<file path="src/rtl/wb_arbiter_if.sv">
// Writeback arbiter bus: ALU and multiplier result streams in, register-file
// write port and front-end stall out.
interface wb_arbiter_if #(
  parameter int DW = 16
);
  logic [15:0]   alu_instr;
  logic [DW-1:0] alu_result;
  logic [15:0]   mul_instr;
  logic [DW-1:0] mul_product;
  logic [1:0]    mul_status;
  logic          rf_we;
  logic [3:0]    rf_waddr;
  logic [DW-1:0] rf_wdata;
  logic [15:0]   wb_instr;
  logic          stall;
  logic          overflow;
  logic [15:0]   collision_cnt;

  // Flow control: there is no ready on the result streams. The multiplier is
  // always accepted; while stall = 1 the producer drives alu_instr = 0 and
  // starts no new multiply, and anything pushed into a full park FIFO is dropped.
  modport master (
    output alu_instr, alu_result, mul_instr, mul_product, mul_status,
    input  rf_we, rf_waddr, rf_wdata, wb_instr, stall, overflow, collision_cnt
  );

  modport slave (
    input  alu_instr, alu_result, mul_instr, mul_product, mul_status,
    output rf_we, rf_waddr, rf_wdata, wb_instr, stall, overflow, collision_cnt
  );
endinterface

</file>
<file path="src/rtl/wb_arbiter.sv">
// Merges the single-cycle ALU and 3-stage multiplier result streams onto one
// register-file write port; ALU results that collide with the multiplier are parked.
module wb_arbiter #(
  parameter int DW    = 16,
  parameter int DEPTH = 2
) (
  input  logic         clk,
  input  logic         rst_n,
  wb_arbiter_if.slave  bus
);
  localparam int PW = (DEPTH > 1) ? $clog2(DEPTH) : 1;
  localparam int EW = 16 + DW;

  typedef logic [PW:0] cnt_t;

  logic [EW-1:0] mem [DEPTH];
  logic [PW-1:0] wptr, rptr;
  cnt_t          count;

  logic          mul_v, alu_v, empty, full;
  logic          pop, push_req, push, drop;
  logic          sel_we;
  logic [15:0]   sel_instr;
  logic [DW-1:0] sel_data;

  logic          rf_we_q;
  logic [3:0]    rf_waddr_q;
  logic [DW-1:0] rf_wdata_q;
  logic [15:0]   wb_instr_q;
  logic          overflow_q;
  logic [15:0]   coll_q;

  // Reserved collision lookahead; intentionally has no effect on arbitration.
  logic unused_lookahead;
  assign unused_lookahead = bus.mul_status[1];

  assign mul_v    = bus.mul_status[0];
  assign alu_v    = (bus.alu_instr != 16'h0000);
  assign empty    = (count == '0);
  assign full     = (count == cnt_t'(DEPTH));
  assign pop      = !mul_v && !empty;
  assign push_req = alu_v && (mul_v || !empty);
  // A full FIFO still accepts a push when the head leaves in the same cycle.
  assign push     = push_req && (!full || pop);
  assign drop     = push_req && full && !pop;

  always_comb begin
    sel_we    = 1'b0;
    sel_instr = 16'h0000;
    sel_data  = '0;
    if (mul_v) begin
      sel_we    = 1'b1;
      sel_instr = bus.mul_instr;
      sel_data  = bus.mul_product;
    end else if (!empty) begin
      sel_we               = 1'b1;
      {sel_instr, sel_data} = mem[rptr];
    end else if (alu_v) begin
      sel_we    = 1'b1;
      sel_instr = bus.alu_instr;
      sel_data  = bus.alu_result;
    end
  end

  always_ff @(posedge clk) begin
    if (push) mem[wptr] <= {bus.alu_instr, bus.alu_result};
  end

  always_ff @(posedge clk or negedge rst_n) begin
    if (!rst_n) begin
      wptr  <= '0;
      rptr  <= '0;
      count <= '0;
    end else begin
      if (push) wptr <= wptr + 1'b1;
      if (pop)  rptr <= rptr + 1'b1;
      case ({push, pop})
        2'b10:   count <= count + 1'b1;
        2'b01:   count <= count - 1'b1;
        default: count <= count;
      endcase
    end
  end

  always_ff @(posedge clk or negedge rst_n) begin
    if (!rst_n) begin
      rf_we_q    <= 1'b0;
      rf_waddr_q <= 4'h0;
      rf_wdata_q <= '0;
      wb_instr_q <= 16'h0000;
      overflow_q <= 1'b0;
      coll_q     <= 16'h0000;
    end else begin
      rf_we_q    <= sel_we;
      rf_waddr_q <= sel_instr[11:8];
      rf_wdata_q <= sel_data;
      wb_instr_q <= sel_instr;
      if (drop) overflow_q <= 1'b1;
      if (mul_v && alu_v && coll_q != 16'hFFFF) coll_q <= coll_q + 16'h0001;
    end
  end

  assign bus.rf_we         = rf_we_q;
  assign bus.rf_waddr      = rf_waddr_q;
  assign bus.rf_wdata      = rf_wdata_q;
  assign bus.wb_instr      = wb_instr_q;
  assign bus.stall         = !empty;
  assign bus.overflow      = overflow_q;
  assign bus.collision_cnt = coll_q;
endmodule

</file>
<file path="src/flat_wrapper.sv">
// flat-port wrapper written by rule: the top's interface ports become plain ports
module wb_arbiter_flat 
#(
  parameter int DW    = 16,
  parameter int DEPTH = 2
)
  (clk, rst_n, bus_alu_instr, bus_alu_result, bus_mul_instr, bus_mul_product, bus_mul_status, bus_rf_we, bus_rf_waddr, bus_rf_wdata, bus_wb_instr, bus_stall, bus_overflow, bus_collision_cnt);
  wb_arbiter_if #(.DW(DW)) bus_i ();
  input  logic clk;
  input  logic rst_n;
  input wire logic [$bits(bus_i.alu_instr)-1:0] bus_alu_instr;
  input wire logic [$bits(bus_i.alu_result)-1:0] bus_alu_result;
  input wire logic [$bits(bus_i.mul_instr)-1:0] bus_mul_instr;
  input wire logic [$bits(bus_i.mul_product)-1:0] bus_mul_product;
  input wire logic [$bits(bus_i.mul_status)-1:0] bus_mul_status;
  output wire logic [$bits(bus_i.rf_we)-1:0] bus_rf_we;
  output wire logic [$bits(bus_i.rf_waddr)-1:0] bus_rf_waddr;
  output wire logic [$bits(bus_i.rf_wdata)-1:0] bus_rf_wdata;
  output wire logic [$bits(bus_i.wb_instr)-1:0] bus_wb_instr;
  output wire logic [$bits(bus_i.stall)-1:0] bus_stall;
  output wire logic [$bits(bus_i.overflow)-1:0] bus_overflow;
  output wire logic [$bits(bus_i.collision_cnt)-1:0] bus_collision_cnt;
  assign bus_i.alu_instr = bus_alu_instr;
  assign bus_i.alu_result = bus_alu_result;
  assign bus_i.mul_instr = bus_mul_instr;
  assign bus_i.mul_product = bus_mul_product;
  assign bus_i.mul_status = bus_mul_status;
  assign bus_rf_we = bus_i.rf_we;
  assign bus_rf_waddr = bus_i.rf_waddr;
  assign bus_rf_wdata = bus_i.rf_wdata;
  assign bus_wb_instr = bus_i.wb_instr;
  assign bus_stall = bus_i.stall;
  assign bus_overflow = bus_i.overflow;
  assign bus_collision_cnt = bus_i.collision_cnt;
  wb_arbiter #(.DW(DW), .DEPTH(DEPTH)) u_core (.clk(clk), .rst_n(rst_n), .bus(bus_i));
endmodule
</file>
<file path="config.mk">
export PLATFORM = sky130hd
export DESIGN_NAME = wb_arbiter_flat
export DESIGN_NICKNAME = d
export VERILOG_FILES = /design/src/rtl/wb_arbiter_if.sv /design/src/rtl/wb_arbiter.sv /design/src/flat_wrapper.sv
export SDC_FILE = /design/constraint.sdc
export NUM_CORES = 1
export LEC_CHECK = 0
export CORE_ASPECT_RATIO = 2
export CORE_UTILIZATION = 49
export CTS_BUF_LIST = sky130_fd_sc_hd__clkbuf_4 sky130_fd_sc_hd__clkbuf_8 sky130_fd_sc_hd__clkbuf_16
export CTS_CLUSTER_DIAMETER = 40
export DETAILED_ROUTE_END_ITERATION = 10
export GPL_TIMING_DRIVEN = 0
export PLACE_DENSITY_LB_ADDON = 0.15
export SLEW_MARGIN = 20
export SYNTH_ARGS = -nofsm -noshare
export SYNTH_HDL_FRONTEND = slang
export SYNTH_SLANG_ARGS = --single-unit
export TNS_END_PERCENT = 20
</file>
<file path="constraint.sdc">
create_clock -name clk -period 3.7 [get_ports clk]
set_clock_uncertainty 0.05 [all_clocks]
set_input_delay 0.555 -clock clk [delete_from_list [all_inputs] [get_ports clk]]
set_output_delay 0.555 -clock clk [all_outputs]
set_load 0.05 [all_outputs]
</file>
==> results of run 1 <==
## logic make-up after synthesis
kind of cell	after synthesis
AO/OA/AOI/OAI	67
AND/OR/NAND/NOR	113
adder cells (fa/ha/maj)	2
XOR/XNOR	20
multiplexers	34
flip-flops	118
buffers and inverters	28
## placed cells by master (no fill, tap or decap), types with 4 or more instances in the layout
cell type        count
buf_4                5
mux2i_1             32
nor2_1              42
a21oi_1             32
edfxtp_1            64
clkdlybuf4s50_1    119
nand2_1             45
buf_2                6
xnor2_1              4
o21ai_0             24
clkinv_2             5
clkbuf_1            13
nor3_1               5
clkbuf_16           17
inv_1                4
dfrtp_1             54
nor4_1               4
bufinv_16            4
o21ai_1              9
xor2_1              16
## sequential cells by signal, indices dropped and copies added, names as in the netlist
register                  cells
u_core.rptr                   1
u_core.bus.overflow           1
u_core.bus.wb_instr          13
u_core.count                  2
u_core.bus.rf_wdata          16
u_core.wptr                   1
u_core.bus.rf_we              1
u_core.mem                   64
u_core.bus.rf_waddr           3
u_core.bus.collision_cnt     16
## routing by layer
layer / global-route usage (%) / routed length (um) / vias to the layer above
met5: 0 / 0 / -
met4: 12.4 / 189 / 0
met3: 4.83 / 449 / 13
met2: 46.8 / 6890 / 112
met1: 23.6 / 4180 / 1690
li1: - / - / 1626
## through the flow
| step | setup TNS [ns] | hold WS, ns | util (%) |
|---|---|---|---|
| 3_3_place_gp | -45.00 | 0.411 | 65.2 |
| 3_5_place_dp | 0 | 0.412 | 65.9 |
| 4_1_cts | 0 | 0.175 | 72.4 |
| 5_1_grt | 0 | 0.230 | 72.4 |
| 2_1_floorplan | 0 | 0.209 | - |
| 6_report | 0 | 0.164 | 72.4 |
## worst max-delay path, cell delays in order (launching register included)
cell	delay (ns)
dfrtp_1	0.45
nor2_1	0.31
clkbuf_1	0.46
inv_1	0.15
clkdlybuf4s50_1	0.74
## path summary, 6_finish.rpt
kind / start / end / slack [ns] / cells after the start
setup / recovery: u_core.count[0] / bus_stall / 0.58 / 4
hold / removal: rst_n / u_core.bus.collision_cnt[4] / 0.16 / 1
setup reg to reg: u_core.count[1] / u_core.count[1] / 1.49 / 5
hold reg to reg: u_core.bus.overflow / u_core.bus.overflow / 0.42 / 1
max in group asynchronous: rst_n / u_core.bus.wb_instr[5] / 2.96 / 1
min in group clk: u_core.bus.overflow / u_core.bus.overflow / 0.42 / 1
## final cells by class
cell class	count	area, um2	area share, %
Sequential cell	118	3270	47.8
Multi-Input combinational cell	236	1400	20.5
Timing Repair Buffer	122	1250	18.3
Clock buffer	20	460	6.73
Tap cell	130	163	2.38
Clock inverter	12	156	2.29
Buffer	24	120	1.76
Inverter	4	15.0	0.219
## where the power goes
part	switching [mW]	internal, mW	total, mW
Combinational	1.56	0.869	2.43
Clock	0.545	1.15	1.70
Sequential	0.193	1.94	2.14
Total	2.30	3.97	6.27
==> metrics.md, run 1 <==
| Metric | Value |
|---|---|
| Syn Nets | `452` |
| Fmax | `between 0.3 and 0.4 GHz` |
| Power per cell area | `916 nW/um2` |
| Pre-CTS setup slack | `0.594 ns` |
| Post-placement cell area | `about 6200 um2` |
| Avg WL per Cell | `17.6 um` |
| Post-Synthesis Cell Area | `4790 um2` |
| Hold Buf Count CTS | `0` |
| Fin crit period | `3.12 ns` |
| Top cell type's share of synthesized area | `between 40% and 50%` |
| Top-count cell post-synth | `edfxtp_1` |
| Final Power | `6.27 mW` |
| Root Driver | `clkbuf_16` |
| Starting density of the core | `50.8%` |
| Async SR Flop Fraction | `45.8%` |
| Register area share after synthesis | `68.3%` |
| Ys flop type | `edfxtp_1` |
| Area of the die | `10200 um2` |
| Avg Synthesized Cell Area | `12.6 um2` |
| Ant diodes | `0` |
| Die height | `142 um` |
| Layout cells sized above 1 | `between 10% and 20%` |
| Clk slew on worst S/H paths | `0.05 ns` |
| Rel. slew slack | `35.0%` |
| Inserted Clock Buffers | `17` |
| CTS Buffer Depth | `2` |
| Worst slew pin tran | `0.964 ns` |
| Residual DRC | `0` |
| Initial DRT Pass Iterations | `5` |
| Simple-gate portion of the synthesized area | `10.4%` |
| Synthesis-to-layout area growth | `42.7%` |
| Post-Route WL | `11700 um` |
| Pin count of the biggest net entering global routing | `55` |
| H-tree depth | `4` |
| 1st-iter DRT viols | `124` |
| Max Transition Viols Final | `0` |
| CP Data Required Time | `3.09 ns` |
| Fillers | `approximately 650` |
| Crit Path Max Fanout | `10` |
| Core box area | `9450 um2` |
| Cells resized by post-CTS repair | `0` |
| Top post-synthesis cells by count | `edfxtp_1 (64), dfrtp_1 (54), nand2_1 (45)` |
| Nets | `between 500 and 600` |
| Peak VDD IR | `688 uV` |
| Clock latency on the worst-skew pair | `0.41 ns` |
| Post-route ant nets | `0` |
| Post-Synth Adder-Cell Area | `less than 1%` |
| Synthesized instance count | `382` |
| First-pass GRT wire length | `approximately 18000 um` |
| Post-CTS Setup Bufs | `0` |
| Final setup fails | `0` |
| Initial antenna violation count | `0` |
| Yosys top cell by area | `edfxtp_1` |
| Combinational family with the most area after synthesis | `simple AND/OR/NAND/NOR gates` |
| Startpoint types | `flop` |
| Clk sinks | `118` |
| Hpwl dp | `between 7000 and 8000 um` |
| PortBufs | `120` |
| Worst setup margin | `around 0.58 ns` |
| Mux contribution to synthesized area | `7.15%` |
| Vias in the first global route | `3680` |
| Hold Vio Cnt, Final | `0` |
| Crit path DAT | `approximately 2.5 ns` |
| Synth Area in Compound Gates | `7.15%` |
| Status | `completed` |
| CP endpoint kind | `output port` |
| DR vias | `about 3400` |
| Post-Layout Inst Area | `a little under 7000 um2` |
| RSZ-0062 raised after global routing | `no` |
| Total Routing Usage GR | `24.3%` |
| DR vias/cell | `a little over 5` |
| Netlist cell types | `32` |
| CTS tree | `yes` |
| Die width | `about 72 um` |
| Max_cap viols | `0` |
| Gr ovfl total | `0` |
| Ys Warns | `0` |
| P_leak | `2.78 nW` |
| Placed cells | `between 600 and 700` |
| Post-synth EDFFs | `64` |
| Synth Area in XOR/XNOR | `3.65%` |
| Std-Cell Rows | `50` |
| Synth area leaders | `edfxtp_1 (40%), dfrtp_1 (28%), mux2i_1 (6.7%)` |
| Final worst path period share | `84.3%` |
| I/O pin total | `between 100 and 150` |
| Kind of critical path | `reg -> out` |
| Placer Congestion | `about 0.72` |
| #FFs+latches synth | `between 100 and 150` |
| Post-Layout Cell Count | `666` |
| Worst hold path class | `in -> async` |
Power figures use the tool's default switching activity.
==> run 2: changes to the inputs <==
--- a/config.mk
+++ b/config.mk
@@ -6,7 +6,7 @@
 export NUM_CORES = 1
 export LEC_CHECK = 0
 export CORE_ASPECT_RATIO = 2
-export CORE_UTILIZATION = 49
+export CORE_UTILIZATION = 44
 export CTS_BUF_LIST = sky130_fd_sc_hd__clkbuf_4 sky130_fd_sc_hd__clkbuf_8 sky130_fd_sc_hd__clkbuf_16
 export CTS_CLUSTER_DIAMETER = 40
 export DETAILED_ROUTE_END_ITERATION = 10
==> constraint.sdc (replaced) <==
create_clock -name clk -period 2.7 [get_ports clk]
set_clock_uncertainty 0.05 [all_clocks]
set_input_delay 0.405 -clock clk [delete_from_list [all_inputs] [get_ports clk]]
set_output_delay 0.405 -clock clk [all_outputs]
set_load 0.05 [all_outputs]
==> metrics.md, run 2 (synthesis gave the netlist of run 1 again) <==
| Metric | Value |
|---|---|
| Status | `completed` |
| Post-Layout Inst Area | `6900 um2` |
| Die width | `approximately 76 um` |
| Most common cell after layout, fill and taps aside | `clkdlybuf4s50_1` |
| Number of flip-flops under the largest register name | `64` |
| Worst slew pin tran | `0.613 ns` |
| DR vias | `around 3400` |
| Worst path max stage delay | `0.47 ns` |
| Clock network fraction of total power | `28.2%` |
| Gr ovfl total | `0` |
| Combinational power share | `38.1%` |
| Max_cap viols | `0` |
| Hold_sp | `u_core.bus.overflow` |
| Post-route ant nets | `0` |
| Slack of the worst reg-to-reg path | `0.50 ns` |
| Nets | `595` |
| Initial DRT Pass Iterations | `4` |
| Core box area | `10500 um2` |
| Startpoint types | `input pin` |
| Pint | `~5.5 mW` |
| Root Driver | `clkbuf_16` |
| Max Transition Viols Final | `0` |
| Inserted Clock Buffers | `17` |
| Fmax | `0.392 GHz` |
| Placer Congestion | `0.737` |
| Post-placement cell area | `about 6200 um2` |
| R2R Path Start | `u_core.count[0]` |
| DR vias/cell | `5.02` |
| Final setup fails | `0` |
| Worst path slowest cell | `clkdlybuf4s50_1` |
| Hpwl dp | `8030 um` |
| Kind of critical path | `in -> reg` |
| Clk slew on worst S/H paths | `0.05 ns` |
| Std-Cell Rows | `53` |
| Worst r2r path cells | `7` |
| CTS tree | `yes` |
| Starting density of the core | `around 45%` |
| First-pass GRT wire length | `17900 um` |
| Peak VDD IR | `999 uV` |
| Setup crit end | `u_core.count[1]` |
| Fin crit period | `2.55 ns` |
| Ant diodes | `0` |
| Most frequent cells in the layout | `clkdlybuf4s50_1 (118), edfxtp_1 (64), dfrtp_1 (54), nand2_1 (45), nor2_1 (42)` |
| 1st-iter DRT viols | `about 140` |
| CP Data Required Time | `slightly below 3 ns` |
| Power per cell area | `1250 nW/um2` |
| I/O pin total | `between 100 and 150` |
| Psw | `approximately 3.2 mW` |
| Pin count of the biggest net entering global routing | `55` |
| PortBufs | `120` |
| Synthesis-to-layout area growth | `44.0%` |
| H-tree depth | `4` |
| CP endpoint kind | `flop` |
| Post-Route WL | `11400 um` |
| Worst hold path class | `reg -> reg` |
| FF-to-FF End | `u_core.count[1]` |
| Pre-CTS setup slack | `-0.319 ns` |
| Die height | `150 um` |
| RSZ-0062 raised after global routing | `no` |
| Worst-path cell chain | `clkdlybuf4s50_1 -> nor4_1 -> nand4_1 -> o21ai_1 -> ha_1 -> xnor2_1 -> nor2_1 -> xor2_1` |
| Vias in the first global route | `3594` |
| Crit path DAT | `2.78 ns` |
| Residual DRC | `0` |
| Area of the die | `11300 um2` |
| CTS Buffer Depth | `2` |
| Final worst path period share | `between 90% and 100%` |
| Clk sinks | `118` |
| Largest register by flop count | `u_core.mem` |
| Clock latency on the worst-skew pair | `0.41 ns` |
| Initial antenna violation count | `0` |
| Worst setup margin | `0.150 ns` |
| Switch share | `36.6%` |
| Crit Path Max Fanout | `6` |
| Hold Vio Cnt, Final | `0` |
| P_leak | `2.80 nW` |
| Avg WL per Cell | `16.9 um` |
| Total Routing Usage GR | `22.2%` |
| Rel. slew slack | `58.8%` |
| CP startpoint | `bus_alu_instr[0]` |
| Layout cells sized above 1 | `11.2%` |
| Reg power frac | `33.8%` |
-- run 2: what timing repair did --
action	4_1_cts	5_1_grt
hold endpoints to repair	54	0
gates resized for setup	2	1
setup endpoints to repair	1	1
hold buffers	1	0
buffers inserted	0	0
-- run 2: final cells by class --
cell class / count / area [um2]
buffer: 24 / 121
clock inverter: 14 / 206
tap: 137 / 171
timing repair buffer: 124 / 1270
multi-input combinational: 236 / 1400
fill: 804 / 3640
sequential: 118 / 3270
inverter: 4 / 15.0
clock buffer: 18 / 439
-- run 2: worst max-delay path, delay by kind of cell --
family	cells	cell delay, ns
buf+inv	1	0.47
xor+xnor	2	0.28
fa+ha+maj	1	0.28
compound gates	1	0.46
simple gates	3	0.88
-- run 2: power by group through the flow --
stage / registers (mW) / logic, mW / clock network, mW
after floorplan: 3.70 / 1.36 / 0
after global placement: 2.94 / 3.13 / 0
after detailed placement: 2.94 / 3.30 / 0
after CTS: 2.92 / 3.32 / 2.47
after global routing: 2.97 / 3.55 / 2.56
final: 2.91 / 3.28 / 2.43
-- run 2: metal layers --
layer | global-route usage, % | share of wire (%) | up-vias | wire length (um)
li1 | - | - | 1630 | -
met2 | 40.7 | 58 | 111 | 6630
met4 | 9.54 | 1.8 | 0 | 208
met1 | 22.8 | 36 | 1631 | 4050
met5 | 0 | 0 | - | 0
met3 | 5.32 | 4.3 | 16 | 485
-- run 2: how the worst min path moves through the flow --
stage                                    to  slack (ns)  cells past startpoint
6_report                u_core.bus.overflow        0.44                      1
3_3_place_gp            u_core.bus.overflow        0.41                      1
3_5_place_dp    u_core.bus.collision_cnt[2]        0.37                      2
5_1_grt                 u_core.bus.overflow        0.46                      1
4_1_cts        u_core.bus.collision_cnt[15]        0.43                      4
2_1_floorplan   u_core.bus.collision_cnt[0]        0.06                      0
-- run 2: per-stage QoR --
| stage | utilization, % | power, mW | hold slack, ns | setup TNS (ns) | std cells |
|---|---|---|---|---|---|
| floorplan | - | 5.06 | 0.0594 | 0 | 382 |
| global placement | 58.5 | 6.08 | 0.411 | -136.04 | 639 |
| CTS | 65.5 | 8.72 | 0.434 | 0 | 675 |
| detailed placement | 59.3 | 6.24 | 0.370 | -14.20 | 642 |
| global route | 65.5 | 9.09 | 0.457 | 0 | 675 |
| finish | 65.5 | 8.63 | 0.435 | 0 | 675 |
==> run 3: changes to the inputs <==
--- a/config.mk
+++ b/config.mk
@@ -5,13 +5,16 @@
 export SDC_FILE = /design/constraint.sdc
 export NUM_CORES = 1
 export LEC_CHECK = 0
+export CELL_PAD_IN_SITES_DETAIL_PLACEMENT = 0
+export CELL_PAD_IN_SITES_GLOBAL_PLACEMENT = 1
 export CORE_ASPECT_RATIO = 2
-export CORE_UTILIZATION = 44
+export CORE_UTILIZATION = 35
 export CTS_BUF_LIST = sky130_fd_sc_hd__clkbuf_4 sky130_fd_sc_hd__clkbuf_8 sky130_fd_sc_hd__clkbuf_16
 export CTS_CLUSTER_DIAMETER = 40
 export DETAILED_ROUTE_END_ITERATION = 10
 export GPL_TIMING_DRIVEN = 0
-export PLACE_DENSITY_LB_ADDON = 0.15
+export MAX_ROUTING_LAYER = met4
+export PLACE_DENSITY = 0.75
 export SLEW_MARGIN = 20
 export SYNTH_ARGS = -nofsm -noshare
 export SYNTH_HDL_FRONTEND = slang
==> metrics.md, run 3 (synthesis gave the netlist of run 1 again) <==
| Metric | Value |
|---|---|
| Nets | `593` |
| Worst hold path class | `in -> async` |
| Post-Route WL | `11800 um` |
| Worst-path cell chain | `clkdlybuf4s50_1 -> nor4_1 -> nand4_1 -> o21ai_0 -> nor2_4 -> buf_16` |
| Most frequent cells in the layout | `clkdlybuf4s50_1 (118), edfxtp_1 (64), dfrtp_1 (54), nand2_1 (45), nor2_1 (42)` |
| DR vias/cell | `4.87` |
| Hold Vio Cnt, Final | `1` |
| Starting density of the core | `35.7%` |
| PortBufs | `120` |
| Final Power | `8.63 mW` |
| Final setup fails | `0` |
| Clk slew on worst S/H paths | `0.05 ns` |
| Post-route ant nets | `0` |
| 1st-iter DRT viols | `150` |
| Initial antenna violation count | `0` |
| Kind of critical path | `in -> reg` |
| Die height | `roughly 170 um` |
| Reg area | `3270 um2` |
| Inserted Clock Buffers | `17` |
| Initial DRT Pass Iterations | `7` |
| Clock latency on the worst-skew pair | `0.41 ns` |
| Worst setup margin | `0.163 ns` |
| Fin util | `51.3%` |
| Slack of the worst reg-to-reg path | `between 0.5 and 0.6 ns` |
| Synthesis-to-layout area growth | `43.7%` |
| DR vias | `3365` |
| Largest register by flop count | `u_core.mem` |
| P_leak | `2.78 nW` |
| Residual DRC | `9` |
| Total Routing Usage GR | `18.5%` |
| Fin crit period | `approximately 2.5 ns` |
| Rel. slew slack | `42.0%` |
| CP Data Required Time | `2.81 ns` |
| Hold WS | `-0.000316 ns` |
| Startpoint types | `input pin` |
| First-pass GRT wire length | `18800 um` |
| Layout cells sized above 1 | `between 10% and 20%` |
| Number of flip-flops under the largest register name | `64` |
| H-tree depth | `4` |
| Core box area | `13400 um2` |
| I/O pin total | `123` |
| Max_cap viols | `0` |
| Hold Buf Count CTS | `0` |
| Worst slew pin tran | `0.861 ns` |
| Failing checks | `DRC, hold timing` |
| Max Transition Viols Final | `0` |
| Area of the die | `14200 um2` |
| Final worst path period share | `94.0%` |
| Crit Path Max Fanout | `17` |
| Area of the multi-input gates | `1400 um2` |
| Fmax | `0.394 GHz` |
| Pre-CTS setup slack | `-0.305 ns` |
| Fillers | `1187` |
| Hpwl dp | `8390 um` |
| Status | `finished with violations` |
| RSZ-0062 raised after global routing | `no` |
| Gr ovfl total | `0` |
| Worst path slowest cell | `clkdlybuf4s50_1` |
| Die width | `84.8 um` |
| Pin count of the biggest net entering global routing | `55` |
| Crit path DAT | `2.65 ns` |
| CTS tree | `yes` |
| Power per cell area | `1250 nW/um2` |
| Placer Congestion | `0.743` |
| Clk sinks | `around 120` |
| CP endpoint kind | `flop` |
| Peak VDD IR | `687 uV` |
| Std-Cell Rows | `60` |
| CTS Buffer Depth | `2` |
| Setup_tns | `0 ns` |
| Worst path max stage delay | `between 0.4 and 0.5 ns` |
| Vias in the first global route | `3613` |
| Root Driver | `clkbuf_16` |
| Ant diodes | `0` |
| Avg WL per Cell | `17.1 um` |
| Most common cell after layout, fill and taps aside | `clkdlybuf4s50_1` |
run 3: cell count changes in the layout (fill, tap and decap cells not counted):
cell | previous run | this run
clkinv_1 | 0 | 1
buf_12 | 2 | 0
clkinv_2 | 5 | 3
clkbuf_8 | 1 | 2
dlygate4sd3_1 | 1 | 0
clkinv_4 | 1 | 2
o21ai_1 | 10 | 9
buf_16 | 1 | 2
bufinv_16 | 5 | 4
o21ai_0 | 23 | 24
run 3: timing repair:
action / in CTS / in global routing
setup buffers: 0 / 0
endpoints found under the setup margin: 1 / 0
gates resized for setup: 2 / 0
run 3: path summary, 6_finish.rpt:
| kind | to | cells after the start | from |
|---|---|---|---|
| min | u_core.bus.collision_cnt[12] | 1 | rst_n |
| min in group clk | u_core.bus.collision_cnt[7] | 1 | u_core.bus.collision_cnt[7] |
| max reg2reg | u_core.count[1] | 7 | u_core.count[1] |
| max in group asynchronous | u_core.bus.rf_wdata[7] | 1 | rst_n |
| min reg2reg | u_core.bus.collision_cnt[7] | 1 | u_core.bus.collision_cnt[7] |
| max | u_core.mem[1][0] | 6 | bus_alu_instr[10] |
run 3: worst max-delay path, delay by kind of cell:
family,cells,cell delay [ns]
compound gates,1,0.46
buf+inv,2,0.73
simple gates,3,1.04
run 3: metal layers:
metal  wire [um]  GRT usage, %  vias to the layer above
met5           0             -                        -
met4         171          6.78                        0
met1        4360          18.4                     1643
li1            -             -                     1624
met3         450          4.63                       13
met2        6860          34.0                       85
run 3: final cells by class:
type / instances / area share [%]
Buffer: 24 / 1.76
Clock buffer: 19 / 6.57
Clock inverter: 13 / 2.60
Inverter: 4 / 0.218
Multi-Input combinational cell: 236 / 20.3
Sequential cell: 118 / 47.5
Tap cell: 155 / 2.82
Timing Repair Buffer: 122 / 18.2
run 3: power by group:
group / internal [mW] / switching, mW
sequential: 2.66 / 0.253
combinational: 1.19 / 2.15
clock: 1.59 / 0.793
total: 5.43 / 3.19
run 3: per-stage QoR:
| step | cell area [um2] | std cells |
|---|---|---|
| 2_1_floorplan | 4790 | 382 |
| 3_3_place_gp | 6190 | 657 |
| 3_5_place_dp | 6260 | 659 |
| 4_1_cts | 6890 | 691 |
| 5_1_grt | 6890 | 691 |
| 6_report | 6890 | 691 |
